===== config.mk =====
export PLATFORM = sky130hd
export DESIGN_NAME = cbd_timer_ctrl
export DESIGN_NICKNAME = d
export VERILOG_FILES = /design/src/rtl/cbd_timer_ctrl.sv
export SDC_FILE = /design/constraint.sdc
export NUM_CORES = 1
export LEC_CHECK = 0
export ABC_AREA = 1
export CAP_MARGIN = 20
export CORE_MARGIN = 10
export CORE_UTILIZATION = 49
export CTS_BUF_LIST = sky130_fd_sc_hd__clkbuf_2
export CTS_CLUSTER_DIAMETER = 150
export DETAILED_ROUTE_END_ITERATION = 8
export PLACE_DENSITY = 0.82
export SKIP_CTS_REPAIR_TIMING = 1
export SLEW_MARGIN = 25
export SYNTH_ARGS = -nofsm -noshare
export SYNTH_HDL_FRONTEND = slang
export SYNTH_SLANG_ARGS = --single-unit

===== constraint.sdc =====
create_clock -name clk_i -period 1.6 [get_ports clk_i]
set_input_delay 0.48 -clock clk_i [delete_from_list [all_inputs] [get_ports clk_i]]
set_output_delay 0.48 -clock clk_i [all_outputs]
set_load 0.1 [all_outputs]

===== src/rtl/cbd_timer_ctrl.sv =====
// -----------------------------------------------------------------------------
// cbd_timer_ctrl
//
// Control stage for a cascade of 4-bit down counters with CAI/CAO. It prescales
// clk_i into single-cycle count ticks, drives the chain's load/enable controls,
// and watches the last stage's carry-out (tc_i) for expiry. On expiry it either
// stops (one-shot) or reloads the chain (periodic), and raises a registered
// expiry pulse plus sticky pending/overrun flags for a host.
//
// Ports:
//   clk_i    rising-edge clock
//   cd_i     asynchronous clear, active-high
//   start_i  begin or retrigger a timing run (level, sampled each edge)
//   stop_i   abort the run (level, sampled each edge)
//   mode_i   0 = one-shot, 1 = periodic auto-reload (sampled at expiry)
//   pre_i    prescale value, captured only in the load cycle
//   ack_i    clears pend_o and ovr_o
//   tc_i     carry-out of the last chain stage
//   ld_o     parallel-load strobe to every chain stage
//   en_o     count enable to every chain stage
//   cai_o    carry-in tick to the first chain stage
//   busy_o   high while loading or running
//   irq_o    one-cycle expiry pulse
//   pend_o   sticky expiry flag
//   ovr_o    sticky overrun flag (expiry while pend_o already set)
// -----------------------------------------------------------------------------
module cbd_timer_ctrl #(
   parameter int unsigned PW = 8
) (
   input  logic          clk_i,
   input  logic          cd_i,
   input  logic          start_i,
   input  logic          stop_i,
   input  logic          mode_i,
   input  logic [PW-1:0] pre_i,
   input  logic          ack_i,
   input  logic          tc_i,
   output logic          ld_o,
   output logic          en_o,
   output logic          cai_o,
   output logic          busy_o,
   output logic          irq_o,
   output logic          pend_o,
   output logic          ovr_o
);

   typedef enum logic [1:0] {
      StIdle = 2'd0,
      StLoad = 2'd1,
      StRun  = 2'd2
   } state_e;

   state_e        state_q, state_d;
   logic [PW-1:0] pcnt_q, pcnt_d;
   logic [PW-1:0] pre_q, pre_d;
   logic          irq_q, irq_d;
   logic          pend_q, pend_d;
   logic          ovr_q, ovr_d;
   logic          expiry;

   // Outputs decode straight from registers so a clear drops them immediately.
   assign ld_o   = (state_q == StLoad);
   assign en_o   = (state_q == StRun);
   assign cai_o  = en_o && (pcnt_q == '0);
   assign busy_o = ld_o | en_o;
   assign irq_o  = irq_q;
   assign pend_o = pend_q;
   assign ovr_o  = ovr_q;

   // tc_i only means anything on a tick while running.
   assign expiry = en_o && cai_o && tc_i;

   always_comb begin
      state_d = state_q;
      pcnt_d  = pcnt_q;
      pre_d   = pre_q;
      unique case (state_q)
         StIdle: begin
            if (start_i && !stop_i) state_d = StLoad;
         end
         StLoad: begin
            pre_d   = pre_i;
            pcnt_d  = pre_i;
            state_d = stop_i ? StIdle : StRun;
         end
         StRun: begin
            // Wrap only by reload from the captured prescale; never underflow.
            pcnt_d = (pcnt_q == '0) ? pre_q : pcnt_q - PW'(1);
            if (stop_i)       state_d = StIdle;
            else if (start_i) state_d = StLoad;
            else if (expiry)  state_d = mode_i ? StLoad : StIdle;
         end
         default: state_d = StIdle;
      endcase
   end

   // Expiry is reported even when stop/start wins the next-state decision,
   // and a coincident expiry beats ack.
   assign irq_d  = expiry;
   assign pend_d = expiry | (pend_q & ~ack_i);
   assign ovr_d  = (expiry & pend_q & ~ack_i) | (ovr_q & ~ack_i);

   always_ff @(posedge clk_i or posedge cd_i) begin
      if (cd_i) begin
         state_q <= StIdle;
         pcnt_q  <= '0;
         pre_q   <= '0;
         irq_q   <= 1'b0;
         pend_q  <= 1'b0;
         ovr_q   <= 1'b0;
      end else begin
         state_q <= state_d;
         pcnt_q  <= pcnt_d;
         pre_q   <= pre_d;
         irq_q   <= irq_d;
         pend_q  <= pend_d;
         ovr_q   <= ovr_d;
      end
   end

endmodule


==> run summary <==
The half-perimeter wire length after placement was 2.553 mm. A synthesized cell averages 7.790 um2. Setup repair after global routing could not meet its margin everywhere. Setup violations remaining at the end of the flow were counted as 14. The tools report the number of warnings printed during yosys synthesis as 0. The tools report the destination of the worst register-to-register timing path as state_q[1]$_DFFE_PP0P_.

For the finished layout, the period the worst path requires is 1942 ps. The run gives 0 as the number of nets with antenna violations after routing. The tools report the total number of clock tree sinks as 21.

Cells fill 79.10% of the core in the end. For the initial core utilization, the log shows 50.46%. Synthesis produced a netlist with a net count of 180. At the later pin of the worst-skew pair, clock insertion delay measures 330 ps. Summed over all layers, the routed wires come to 3.756 mm.

Fraction of layout cells with a size suffix above 1: 36.11%. For the worst flop-to-flop path, the logic depth is 11. In the routed layout, each cell is associated on average with a via count of 5.398. The clock passes through at most 2 buffers.

The final number of hold-violating endpoints was 0. The number of max-capacitance violations reported was 0; the post-route cell area was 1942 um2. The run gives 1704 um2 as the standard cell area after detailed placement. The worst setup path is captured at an output pin. Headroom to the max-slew limit came out at 81.04%.

For the leakage power, the log shows 0.9269 nW. Clock-pin slew was measured on the worst setup and hold paths at 200 ps. The library cell used most frequently in the layout, excluding fill and tap cells, is sky130_fd_sc_hd__nand2_1. The number of global-route vias before repair is 1223. The flow ran to the end, but the final reports show violations.

Initial antenna violation count: 0. The detailed router placed 1328 vias in this run. The detailed-route wire length per cell was 15.27 um. The detailed-routing iteration count for the pre-antenna-repair pass was 4.

The checks that failed: negative setup slack. 22 I/O pins were placed. The run gives 2.912 mV as the worst voltage drop across the vdd grid. TritonCTS built the clock tree.

Derived from the worst setup path, the maximum achievable clock frequency is 514.8 MHz. The worst setup path is launched from a flop. At the end of routability-driven placement, the weighted congestion stood at 0.8707. For flop-to-flop paths, the worst setup slack is -90 ps. The startpoint identified for the worst register-to-register timing path is pcnt_q[1]$_DFFE_PP0P_. The tools report the start point of the critical path as pcnt_q[1]$_DFFE_PP0P_.

The total overflow left after global routing is 0. In the layout the commonest cells are sky130_fd_sc_hd__nand2_1, sky130_fd_sc_hd__buf_4, sky130_fd_sc_hd__dfrtp_1. The net count of the finished layout is 238. In the routed design, unresolved DRC markers number 0. From synthesis to final layout, the design area changed by 56.77%. The area inside the core boundary is 2455 um2. The vertical die dimension is 70.28 um, and the required time of the critical path is 1120 ps. 0 antenna diodes ended up in the layout. Counting flops and latches in the post-synthesis netlist gives 21. The number of input and output port buffers inserted came out at 21. The floorplan step defined a die boundary enclosing 4939 um2.

The tightest min-delay check is of the primary input to asynchronous set/reset pin type. The share of the Yosys chip area taken by registers is 42.42%. Final setup slack of the worst path: -342.5 ps. The detailed router finished its first iteration with 93 violations. The first global-routing pass estimated 5.457 mm of wire.

The clock root buffer is sky130_fd_sc_hd__clkbuf_2. For the pin with the worst max-slew slack, the measured transition is 284.5 ps. The die extent in x came out at 70.28 um. For the count of pins over their slew limit, the log shows 0. Of all nets on the critical path, the largest fanout is 2. The total number of H-tree levels is 1, and the maximum number of pins on one net before global-route repair is 22. The worst path uses 121.4% of the clock period. The mapped netlist covers 1239 um2.

The signal arrival time at the worst endpoint is 1460 ps. Synthesis produced a netlist whose cell count is 159. The number of distinct standard cells referenced by the synthesized netlist was 25. Global routing consumed, over all layers together, 13.03% of the routing resources.

For the floorplan row count, the log shows 18. The number of clock buffers added by TritonCTS is 3. Power density over the cells: 2063 nW/um2. Between clock sinks in the finished design, the worst skew comes to 4.019 ps. Category of the most critical setup path: flop to output pin.
## cells in the mapped netlist
| cell | count | area [um2] |
|---|---|---|
| sky130_fd_sc_hd__a21oi_1 | 17 | 85.08 |
| sky130_fd_sc_hd__a21oi_2 | 1 | 8.760 |
| sky130_fd_sc_hd__a22oi_2 | 1 | 12.51 |
| sky130_fd_sc_hd__buf_2 | 1 | 5.000 |
| sky130_fd_sc_hd__buf_4 | 1 | 7.510 |
| sky130_fd_sc_hd__buf_6 | 1 | 11.26 |
| sky130_fd_sc_hd__clkbuf_1 | 1 | 3.750 |
| sky130_fd_sc_hd__clkinv_1 | 1 | 3.750 |
| sky130_fd_sc_hd__dfrtp_1 | 21 | 525.5 |
| sky130_fd_sc_hd__ha_1 | 6 | 75.07 |
| sky130_fd_sc_hd__inv_1 | 19 | 71.32 |
| sky130_fd_sc_hd__inv_2 | 1 | 3.750 |
| sky130_fd_sc_hd__mux2_2 | 2 | 22.52 |
| sky130_fd_sc_hd__nand2_1 | 37 | 138.9 |
| sky130_fd_sc_hd__nand2_2 | 2 | 12.51 |
| sky130_fd_sc_hd__nand3_1 | 10 | 50.05 |
| sky130_fd_sc_hd__nand3_2 | 2 | 20.02 |
| sky130_fd_sc_hd__nand4_1 | 1 | 6.260 |
| sky130_fd_sc_hd__nor2_1 | 17 | 63.81 |
| sky130_fd_sc_hd__nor2_2 | 1 | 6.260 |
| sky130_fd_sc_hd__nor2_4 | 1 | 11.26 |
| sky130_fd_sc_hd__o211ai_1 | 3 | 22.52 |
| sky130_fd_sc_hd__o21ai_0 | 9 | 45.04 |
| sky130_fd_sc_hd__o21ai_2 | 1 | 8.760 |
| sky130_fd_sc_hd__xor2_1 | 2 | 17.52 |
## stage by stage
| stage | hold WS, ps | TNS [ps] | power [W] | cells | setup slack, ps |
|---|---|---|---|---|---|
| 2_1_floorplan | 456.5 | -6173 | 0.002435 | 159 | -517.9 |
| 3_3_place_gp | 496.2 | 0 | 0.003196 | 226 | 35.20 |
| 3_5_place_dp | 496.5 | -7.467 | 0.003285 | 226 | -7.467 |
| 4_1_cts | 472.4 | -1101 | 0.003521 | 230 | -412.2 |
| 5_1_grt | 465.2 | -2543 | 0.004277 | 246 | -423.0 |
| 6_report | 455.2 | -1485 | 0.004007 | 246 | -342.5 |
## where the power goes
group	total (W)	internal [W]	switching [W]
clock network	0.000232	0.0000662	0.000166
registers	0.000926	0.000770	0.000156
logic	0.00285	0.00125	0.00160
## registers in the layout, indices dropped and copies added, names as in the netlist
signal and count:
irq_o 1, ovr_o 1, pcnt_q 8, pend_o 1
pre_q 8, state_q 2
## worst max-delay path, cell delays in order (launching register included)
cell	delay [ps]
sky130_fd_sc_hd__dfrtp_1	440
sky130_fd_sc_hd__inv_2	90
sky130_fd_sc_hd__ha_4	150
sky130_fd_sc_hd__nand2_4	50
sky130_fd_sc_hd__inv_2	70
sky130_fd_sc_hd__nand2_4	50
sky130_fd_sc_hd__nor2_4	100
sky130_fd_sc_hd__buf_12	180
## cell families (layout without fill, tap and decap cells)
| logic type | count (synthesis) | count (layout) | synth area share (%) |
|---|---|---|---|
| DFF | 21 | 21 | 42.42 |
| buffers and inverters | 25 | 82 | 8.585 |
| adders and majority gates | 6 | 6 | 6.060 |
| muxes | 2 | 2 | 1.818 |
| AOI/OAI and AO/OA | 32 | 32 | 14.75 |
| and+or+nand+nor | 71 | 71 | 24.95 |
| xor gates and xnor gates | 2 | 2 | 1.414 |
## metal layers
layer,share of wire [%],vias up,GRT usage [%]
met2,53,56,23.75
met5,0,-,0
li1,-,627,-
met4,2.1,0,2.851
met1,40,633,14.56
met3,5.0,12,3.390
## worst max-delay path by stage
stage,to,slack (ps),cells past startpoint
2_1_floorplan,cai_o,-520,6
6_report,cai_o,-340,7
3_3_place_gp,cai_o,40,7
4_1_cts,cai_o,-410,6
5_1_grt,cai_o,-420,7
3_5_place_dp,cai_o,-7,6
## cell type report
type                            instances  area (um2)
Inverter                               21       81.33
Timing Repair Buffer                   57       561.8
Multi-Input combinational cell        113       715.7
Fill cell                             163       513.0
Clock buffer                            4       20.02
Sequential cell                        21       525.5
Tap cell                               30       37.54
(Power assumes the default switching activity.)
